`config.mk`:
```
export PLATFORM = sky130hd
export DESIGN_NAME = ram_copy_engine
export DESIGN_NICKNAME = d
export VERILOG_FILES = /design/src/rtl/ram_copy_engine.sv
export SDC_FILE = /design/constraint.sdc
export NUM_CORES = 1
export LEC_CHECK = 0
export ABC_AREA = 0
export CORE_MARGIN = 1.5
export CORE_UTILIZATION = 50
export DETAILED_ROUTE_END_ITERATION = 8
export PLACE_DENSITY = 0.73
export RECOVER_POWER = 50
export SYNTH_ARGS = -nofsm -noshare
export SYNTH_HDL_FRONTEND = slang
export SYNTH_SLANG_ARGS = --single-unit
```
`constraint.sdc`:
```
create_clock -name clk -period 10.1 [get_ports clk]
set_input_delay 2.02 -clock clk [delete_from_list [all_inputs] [get_ports clk]]
set_output_delay 2.02 -clock clk [all_outputs]
set_load 0.02 [all_outputs]
```
`src/rtl/ram_copy_engine.sv`:
```
// ram_copy_engine: word-by-word block copy inside the RAM window
// [ADDR_BASE, ADDR_BASE+MEM_SIZE-1], driving the read and write ports of
// ram_memory behind a start/busy/done/error handshake.
// Optional feature macro: RAM_COPY_CHECKSUM_EN adds a running sum of the
// words written in the current transfer on output port `checksum`.
module ram_copy_engine #(
  parameter int BUS_WIDTH    = 32,
  parameter int ADDR_BASE    = 10,
  parameter int MEM_SIZE     = 32,
  parameter int READ_LATENCY = 1
) (
  input  logic                 clk,
  input  logic                 nreset,
  input  logic                 start,
  input  logic [BUS_WIDTH-1:0] src_addr,
  input  logic [BUS_WIDTH-1:0] dst_addr,
  input  logic [BUS_WIDTH-1:0] length,
  output logic                 busy,
  output logic                 done,
  output logic                 error,
  output logic [BUS_WIDTH-1:0] addr_read,
  input  logic [BUS_WIDTH-1:0] data_read,
  output logic                 write_en,
  output logic [BUS_WIDTH-1:0] addr_write,
`ifdef RAM_COPY_CHECKSUM_EN
  output logic [BUS_WIDTH-1:0] checksum,
`endif
  output logic [BUS_WIDTH-1:0] data_write
);

  if (READ_LATENCY != 0 && READ_LATENCY != 1) begin : g_bad_latency
    $error("ram_copy_engine: READ_LATENCY must be 0 or 1");
  end

  typedef enum logic [2:0] {
    S_IDLE  = 3'd0,
    S_CHECK = 3'd1,
    S_READ  = 3'd2,
    S_WAIT  = 3'd3,
    S_WRITE = 3'd4,
    S_FIN   = 3'd5
  } state_t;

  // Window bounds widened by one bit so start+length never wraps.
  localparam logic [BUS_WIDTH:0] WIN_LO  = (BUS_WIDTH+1)'(ADDR_BASE);
  localparam logic [BUS_WIDTH:0] WIN_END = (BUS_WIDTH+1)'(ADDR_BASE + MEM_SIZE);
  localparam bit DIRECT_READ = (READ_LATENCY == 0);

  state_t               state_q, state_d;
  logic [BUS_WIDTH-1:0] src_q, src_d;
  logic [BUS_WIDTH-1:0] dst_q, dst_d;
  logic [BUS_WIDTH-1:0] len_q, len_d;
  logic [BUS_WIDTH-1:0] idx_q, idx_d;
  logic                 busy_q, busy_d;
  logic                 done_q, done_d;
  logic                 error_q, error_d;
  logic [BUS_WIDTH-1:0] addr_read_q, addr_read_d;
  logic                 write_en_q, write_en_d;
  logic [BUS_WIDTH-1:0] addr_write_q, addr_write_d;
  // data_write_q doubles as the word buffer: it is loaded with the read
  // word at the same edge that enters WRITE and is held afterwards.
  logic [BUS_WIDTH-1:0] data_write_q, data_write_d;

  logic [BUS_WIDTH:0]   src_end;
  logic [BUS_WIDTH:0]   dst_end;
  logic                 range_bad;
  logic [BUS_WIDTH-1:0] idx_next;
  logic                 capture;

  // Range test for the latched request and per-word helpers.
  always_comb begin
    src_end   = {1'b0, src_q} + {1'b0, len_q};
    dst_end   = {1'b0, dst_q} + {1'b0, len_q};
    range_bad = ({1'b0, src_q} < WIN_LO) || (src_end > WIN_END) ||
                ({1'b0, dst_q} < WIN_LO) || (dst_end > WIN_END);
    idx_next  = idx_q + 1'b1;
    capture   = (state_q == S_WAIT) || (DIRECT_READ && (state_q == S_READ));
  end

  // Next-state and next-output logic; outputs are registered so they line
  // up with the state they belong to.
  always_comb begin
    state_d      = state_q;
    src_d        = src_q;
    dst_d        = dst_q;
    len_d        = len_q;
    idx_d        = idx_q;
    error_d      = error_q;
    addr_read_d  = addr_read_q;
    addr_write_d = addr_write_q;
    data_write_d = data_write_q;

    case (state_q)
      S_IDLE: begin
        if (start) begin
          src_d   = src_addr;
          dst_d   = dst_addr;
          len_d   = length;
          idx_d   = '0;
          error_d = 1'b0;
          state_d = S_CHECK;
        end
      end
      S_CHECK: begin
        if (len_q == '0) begin
          state_d = S_FIN;
        end else if (range_bad) begin
          error_d = 1'b1;
          state_d = S_FIN;
        end else begin
          addr_read_d = src_q;
          state_d     = S_READ;
        end
      end
      S_READ: begin
        if (DIRECT_READ) begin
          state_d = S_WRITE;
        end else begin
          state_d = S_WAIT;
        end
      end
      S_WAIT: begin
        state_d = S_WRITE;
      end
      S_WRITE: begin
        idx_d = idx_next;
        if (idx_next == len_q) begin
          state_d = S_FIN;
        end else begin
          addr_read_d = src_q + idx_next;
          state_d     = S_READ;
        end
      end
      S_FIN: begin
        state_d = S_IDLE;
      end
      default: begin
        state_d = S_IDLE;
      end
    endcase

    if (capture) begin
      addr_write_d = dst_q + idx_q;
      data_write_d = data_read;
    end

    busy_d     = (state_d != S_IDLE);
    done_d     = (state_d == S_FIN);
    write_en_d = (state_d == S_WRITE);
  end

  // FSM state, request latches and registered outputs.
  always_ff @(posedge clk or negedge nreset) begin
    if (!nreset) begin
      state_q      <= S_IDLE;
      src_q        <= '0;
      dst_q        <= '0;
      len_q        <= '0;
      idx_q        <= '0;
      busy_q       <= 1'b0;
      done_q       <= 1'b0;
      error_q      <= 1'b0;
      addr_read_q  <= '0;
      write_en_q   <= 1'b0;
      addr_write_q <= '0;
      data_write_q <= '0;
    end else begin
      state_q      <= state_d;
      src_q        <= src_d;
      dst_q        <= dst_d;
      len_q        <= len_d;
      idx_q        <= idx_d;
      busy_q       <= busy_d;
      done_q       <= done_d;
      error_q      <= error_d;
      addr_read_q  <= addr_read_d;
      write_en_q   <= write_en_d;
      addr_write_q <= addr_write_d;
      data_write_q <= data_write_d;
    end
  end

  assign busy       = busy_q;
  assign done       = done_q;
  assign error      = error_q;
  assign addr_read  = addr_read_q;
  assign write_en   = write_en_q;
  assign addr_write = addr_write_q;
  assign data_write = data_write_q;

`ifdef RAM_COPY_CHECKSUM_EN
  logic [BUS_WIDTH-1:0] checksum_q, checksum_d;

  // Running modulo-2^BUS_WIDTH sum, restarted by each accepted request.
  always_comb begin
    checksum_d = checksum_q;
    if ((state_q == S_IDLE) && start) begin
      checksum_d = '0;
    end else if (capture) begin
      checksum_d = checksum_q + data_read;
    end
  end

  // Checksum register.
  always_ff @(posedge clk or negedge nreset) begin
    if (!nreset) begin
      checksum_q <= '0;
    end else begin
      checksum_q <= checksum_d;
    end
  end

  assign checksum = checksum_q;
`endif

endmodule

```
==> flow_summary.json, run 1 <==
{
  "drc_errors": 0,
  "synthFlopType": "dfrtp_1",
  "io_pins": 231,
  "nFillCells": 2989,
  "critPathTopFamily": "buffers and inverters",
  "slew_headroom": -1.89,
  "synthArstFlopShare": 1.00,
  "grtUsageTotal": 0.313,
  "fin_crit_sh": 0.650,
  "via_per_inst": 6.18,
  "rrSetupSlack_ns": 4.84,
  "power_switching_w": 0.00395,
  "synth_cell_types": 90,
  "cts_max_path_buffers": 3,
  "critPathSlowestCell": "clkbuf_1",
  "min-delay-start": "addr_write[28]",
  "initial_core_util": 0.509,
  "critPathCaptureType": "asynchronous set/reset pin",
  "grt_max_degree": 83,
  "drive_gt1_frac": 0.0956,
  "rsz0062_at_grt": "no",
  "p_int_w": 0.00410,
  "critPathMaxStageDelay_ns": 3.00,
  "cts_tree": "built",
  "place_congestion": 0.990,
  "synth_edf_count": 0,
  "seq_power_share": 0.236,
  "clockPowerShare": 0.121,
  "hold_depth": 2,
  "crit_type": "primary input to asynchronous set/reset pin",
  "required_ns": 10.38,
  "cts_made_buffers": 27,
  "timing.fmax_ghz": 0.152,
  "setup_violations": 0,
  "fin_tns_setup_ns": 0,
  "core-area_um2": 34600,
  "p_leak_nw": 9.23,
  "drt-initial-drc-count": 1293,
  "dr.pass1.iters": 6,
  "htree_num_levels": 1,
  "worst_slew_pin_slew_ns": 4.33,
  "powerDensity_nw_per_um2": 381,
  "yosysWarnings": 0,
  "post-route-min-period_ns": 6.56,
  "drtAntennaViolNets": 0,
  "hold_viol": 0,
  "wl_per_cell_um": 22.0,
  "dieArea_um2": 36400,
  "vias": 16000,
  "seq_area_um2": 5780,
  "chipWidth_um": 191,
  "gr-total-overflow": 0,
  "reg2reg_from": "len_q[0]",
  "cts_sinks": 231,
  "syn_inst": 1922,
  "reg2reg_to": "addr_read[0]",
  "ctsHoldBuffers": 0,
  "rows": 68,
  "arrival_ns": 6.84,
  "synth_seq_area_share": 0.328,
  "place_hpwl_mm": 44.3,
  "grt_pass1_wl_mm": 88.6,
  "synth_area_leaders": "dfrtp_1 (33%), ha_1 (9.0%), mux2_2 (8.2%)",
  "min_to": "addr_write[28]",
  "violations": "max-capacitance violations, max-slew violations",
  "path_clk_slew_ns": 0.06,
  "synth_fp_nets": 2184,
  "antenna_found_initial": 0,
  "grt_pass1_vias": 15300,
  "synth_top_area_share": 0.328,
  "combPwrFrac": 0.642,
  "cts_resized": 0,
  "ir_drop_v": 0.000207,
  "post_cts_buffers": 0,
  "outcome": "finished with violations",
  "slew_viol_final": 337,
  "drv_cap": 5,
  "final_common_cell": "dfrtp_1",
  "crit_chain": "clkbuf_1 -> clkbuf_2",
  "hold_class": "flop to flop",
  "multi_input_area_um2": 11300,
  "nNetsFinal": 2377,
  "clock_skew_ns": 0.0357,
  "routed_wirelength_mm": 56.9,
  "p_sw_frac": 0.491,
  "clk_latency_ns": 0.57,
  "syn_to_final_growth_pct": 19.7,
  "path_buf_inv": 2,
  "layout_common_cells": "dfrtp_1 (231), clkdlybuf4s50_1 (228), nand2_1 (170)",
  "antennaDiodeCount": 0,
  "ys_seq_elements": 231,
  "syn_avg_cell_area_um2": 9.16,
  "fp.dieH_um": 191,
  "portBuffers": 230,
  "startpoint_type": "primary input",
  "crit_fanout": 82,
  "crit_start": "nreset",
  "syn-cell-area_um2": 17600,
  "synth_area_leader_cell": "dfrtp_1",
  "final_util": 0.609,
  "ctsRootBufferMaster": "clkbuf_16",
  "rr_worst_depth": 13
}
logic make-up (layout without fill, tap and decap cells):
group / after synthesis / count (layout) / synth area share
AO/OA/AOI/OAI: 563 / 563 / 0.207
AND/OR/NAND/NOR: 557 / 557 / 0.161
flip-flops: 231 / 231 / 0.328
multiplexers: 166 / 166 / 0.105
XOR/XNOR: 141 / 141 / 0.0741
buffers and inverters: 133 / 344 / 0.0299
adder cells (fa/ha/maj): 131 / 131 / 0.0948
state kept, by name (all words and copies together), names as in the netlist:
signal	flops
addr_write	32
dst_q	32
idx_q	32
data_write	32
src_q	32
write_en	1
error	1
state_q	3
len_q	32
busy	1
done	1
addr_read	32
routing by layer:
| metal | track usage | vias up | wire (um) |
|---|---|---|---|
| li1 | - | 7537 | - |
| met1 | 0.443 | 7756 | 25200 |
| met2 | 0.500 | 622 | 25800 |
| met3 | 0.0458 | 85 | 4360 |
| met4 | 0.0830 | 0 | 1560 |
| met5 | 0 | - | 0 |
cell type report:
| class | instances | share of cell area |
|---|---|---|
| Clock buffer | 36 | 0.0341 |
| Clock inverter | 11 | 0.00670 |
| Inverter | 59 | 0.0105 |
| Multi-Input combinational cell | 1558 | 0.536 |
| Sequential cell | 231 | 0.274 |
| Tap cell | 455 | 0.0270 |
| Timing Repair Buffer | 238 | 0.111 |
synthesized netlist by cell type (17+ instances only):
cell and instances:
dfrtp_1 231, nor2_1 105, xor2_1 59, o21a_1 19
o211ai_1 20, o31ai_1 17, nor2b_1 21, nand3_1 37
mux2_2 129, mux2_1 27, nor3_1 36, clkbuf_1 60
nand4_1 32, nand2_1 172, xnor2_1 77, nand2b_1 18
a21oi_1 138, a21o_1 62, inv_1 58, o21bai_1 18
nor4_1 39, and3_1 23, ha_1 127, o21ai_0 156
power by group through the flow:
stage / Combinational, W / Sequential (W) / Clock (W)
floorplan: 0.00340 / 0.00188 / 0
global placement: 0.00503 / 0.00189 / 0
detailed placement: 0.00507 / 0.00190 / 0
CTS: 0.00510 / 0.00189 / 0.000995
global route: 0.00563 / 0.00195 / 0.00103
finish: 0.00517 / 0.00190 / 0.000975
worst max path at each step:
stage / to / slack [ns] / cells after the start
global route: len_q[28] / 2.37 / 2
finish: len_q[28] / 3.54 / 2
detailed placement: addr_read[3] / 4.92 / 13
CTS: addr_read[3] / 4.90 / 13
floorplan: addr_read[23] / 6.01 / 18
global placement: addr_read[2] / 5.06 / 13
metrics by stage:
stage | worst slack [ns] | total power, W | hold WS (ns) | cells | area, um^2
after global routing | 2.37 | 0.00861 | 0.505 | 2588 | 21100
after floorplan | 6.01 | 0.00528 | 0.509 | 1922 | 17600
after CTS | 4.90 | 0.00798 | 0.483 | 2588 | 21100
after detailed placement | 4.92 | 0.00696 | 0.470 | 2541 | 20300
after global placement | 5.06 | 0.00692 | 0.464 | 2541 | 20300
final | 3.54 | 0.00805 | 0.476 | 2588 | 21100
No activity file was read; power rests on OpenSTA's default activity.
==> inputs of run 2 (changes only) <==
PLACE_DENSITY = 0.76   (was 0.73)
clock period = 5.5 ns   (was 10.1 ns; I/O delays follow)
==> run 2 against run 1 <==
Against the previous run: the run still ends with max-capacitance violations, max-slew violations left; utilization grew 0.35 points; hold slack lost 0.0018 ns; clock skew grew 0.0020 ns; via count grew 0.83%; clock-buffer cell count is the same; clock power grew 96%; largest cell class unchanged.
==> flow_summary.json, run 2 (synthesis gave the netlist of run 1 again) <==
{
  "critPathTopFamily": "compound AO/OA/AOI/OAI gates",
  "ctsHoldBuffers": 0,
  "seq_power_share": 0.232,
  "drt-initial-drc-count": 1450,
  "required_ns": 5.95,
  "drv_cap": 3,
  "vias": 16100,
  "clk_latency_ns": 0.58,
  "crit_chain": "ha_1 -> and3_1 -> nand2_1 -> xnor2_1 -> ha_1 -> o21a_1 -> o21ai_0 -> a311oi_1 -> o31ai_1 -> a21oi_1 -> o211ai_1 -> a21oi_1 -> o41ai_1 -> and3_1 -> o31ai_1 -> mux2_1",
  "fp.dieH_um": 191,
  "p_int_w": 0.00765,
  "min_to": "addr_write[4]",
  "core-area_um2": 34600,
  "grt_pass1_wl_mm": 87.4,
  "rsz0062_at_grt": "no",
  "critPathMaxStageDelay_ns": 0.50,
  "drc_errors": 0,
  "syn_to_final_growth_pct": 20.4,
  "timing.fmax_ghz": 0.201,
  "via_per_inst": 6.22,
  "cts_made_buffers": 26,
  "min-delay-start": "addr_write[4]",
  "rrSetupSlack_ns": 0.52,
  "combPwrFrac": 0.640,
  "cts_sinks": 231,
  "routed_wirelength_mm": 56.0,
  "critPathCaptureType": "flop",
  "nFillCells": 2941,
  "slew_viol_final": 198,
  "reg2reg_from": "idx_q[0]",
  "fin_crit_sh": 0.905,
  "portBuffers": 230,
  "cts_resized": 0,
  "hold_viol": 0,
  "multi_input_area_um2": 11300,
  "rows": 68,
  "reg2reg_to": "addr_read[29]",
  "ctsRootBufferMaster": "clkbuf_16",
  "crit_type": "flop to flop",
  "p_sw_frac": 0.489,
  "grtUsageTotal": 0.307,
  "final_util": 0.613,
  "crit_fanout": 8,
  "chipWidth_um": 191,
  "ir_drop_v": 0.000374,
  "clock_skew_ns": 0.0377,
  "power_switching_w": 0.00732,
  "nNetsFinal": 2382,
  "whs_ns": 0.474,
  "rr_worst_depth": 16,
  "drive_gt1_frac": 0.0991,
  "dr.pass1.iters": 5,
  "worst_slew_pin_slew_ns": 2.60,
  "drtAntennaViolNets": 0,
  "place_hpwl_mm": 43.2,
  "gr-total-overflow": 0,
  "hold_class": "flop to flop",
  "cts_tree": "built",
  "final_common_cell": "dfrtp_1",
  "path_buf_inv": 0,
  "path_clk_slew_ns": 0.06,
  "cts_max_path_buffers": 3,
  "fin_tns_setup_ns": 0,
  "antennaDiodeCount": 0,
  "grt_pass1_vias": 15500,
  "powerDensity_nw_per_um2": 706,
  "startpoint_type": "flop",
  "outcome": "finished with violations",
  "hold_depth": 2,
  "initial_core_util": 0.509,
  "clockPowerShare": 0.127,
  "io_pins": 231,
  "post-route-min-period_ns": 4.98,
  "critPathSlowestCell": "dfrtp_1",
  "place_congestion": 0.992,
  "wl_per_cell_um": 21.6,
  "grt_max_degree": 98,
  "arrival_ns": 5.43,
  "p_leak_nw": 9.29,
  "setup_violations": 0,
  "layout_common_cells": "dfrtp_1 (231), clkdlybuf4s50_1 (228), nand2_1 (170)",
  "violations": "max-capacitance violations, max-slew violations",
  "dieArea_um2": 36400,
  "seq_area_um2": 5780,
  "htree_num_levels": 1,
  "slew_headroom": -0.734,
  "post_cts_buffers": 0,
  "antenna_found_initial": 0
}
-- run 2: changes by cell type in the layout (fill, tap and decap cells not counted), sizes merged --
cell | previous run | this run
buf | 4 | 10
bufinv | 3 | 5
clkinv | 5 | 3
-- run 2: how the worst max path moves through the flow --
stage	from	end	slack, ns	depth (start not counted)
3_3_place_gp	idx_q[0]	addr_read[23]	0.87	17
4_1_cts	idx_q[0]	addr_read[23]	0.66	16
2_1_floorplan	idx_q[0]	addr_read[23]	1.41	18
3_5_place_dp	idx_q[0]	addr_read[23]	0.71	16
5_1_grt	idx_q[0]	addr_read[29]	0.21	16
6_report	idx_q[0]	addr_read[29]	0.52	16
-- run 2: through the flow --
stage          power [W]  std cells  setup WS (ns)  instance area, um^2
4_1_cts           0.0148       2594          0.657                21200
3_5_place_dp      0.0128       2547          0.710                20300
2_1_floorplan    0.00970       1922           1.41                17600
5_1_grt           0.0160       2594          0.208                21200
3_3_place_gp      0.0127       2547          0.870                20300
6_report          0.0150       2594          0.523                21200
-- run 2: power by group through the flow --
stage               clock network [W]  logic [W]  registers (W)
floorplan                           0    0.00624        0.00346
global placement                    0    0.00924        0.00345
detailed placement                  0    0.00934        0.00347
CTS                           0.00194    0.00941        0.00346
global route                  0.00200     0.0104        0.00356
finish                        0.00191    0.00959        0.00348
-- run 2: worst min-delay path, delay by kind of cell (launching register included) --
| family | cells | cell delay [ns] |
|---|---|---|
| flops | 1 | 0.34 |
| simple gates | 1 | 0.04 |
| compound gates | 1 | 0.05 |
-- run 2: metal layers --
metal | vias to the layer above | part of all wire | GRT usage
met4 | 0 | 0.031 | 0.0981
li1 | 7549 | - | -
met3 | 101 | 0.080 | 0.0390
met1 | 7764 | 0.45 | 0.445
met5 | - | 0 | 0
met2 | 719 | 0.44 | 0.475
-- run 2: area by class of cell --
class | count | share of cell area
Multi-Input combinational cell | 1558 | 0.533
Inverter | 59 | 0.0104
Clock inverter | 11 | 0.00944
Tap cell | 455 | 0.0268
Clock buffer | 36 | 0.0343
Sequential cell | 231 | 0.273
Timing Repair Buffer | 244 | 0.113
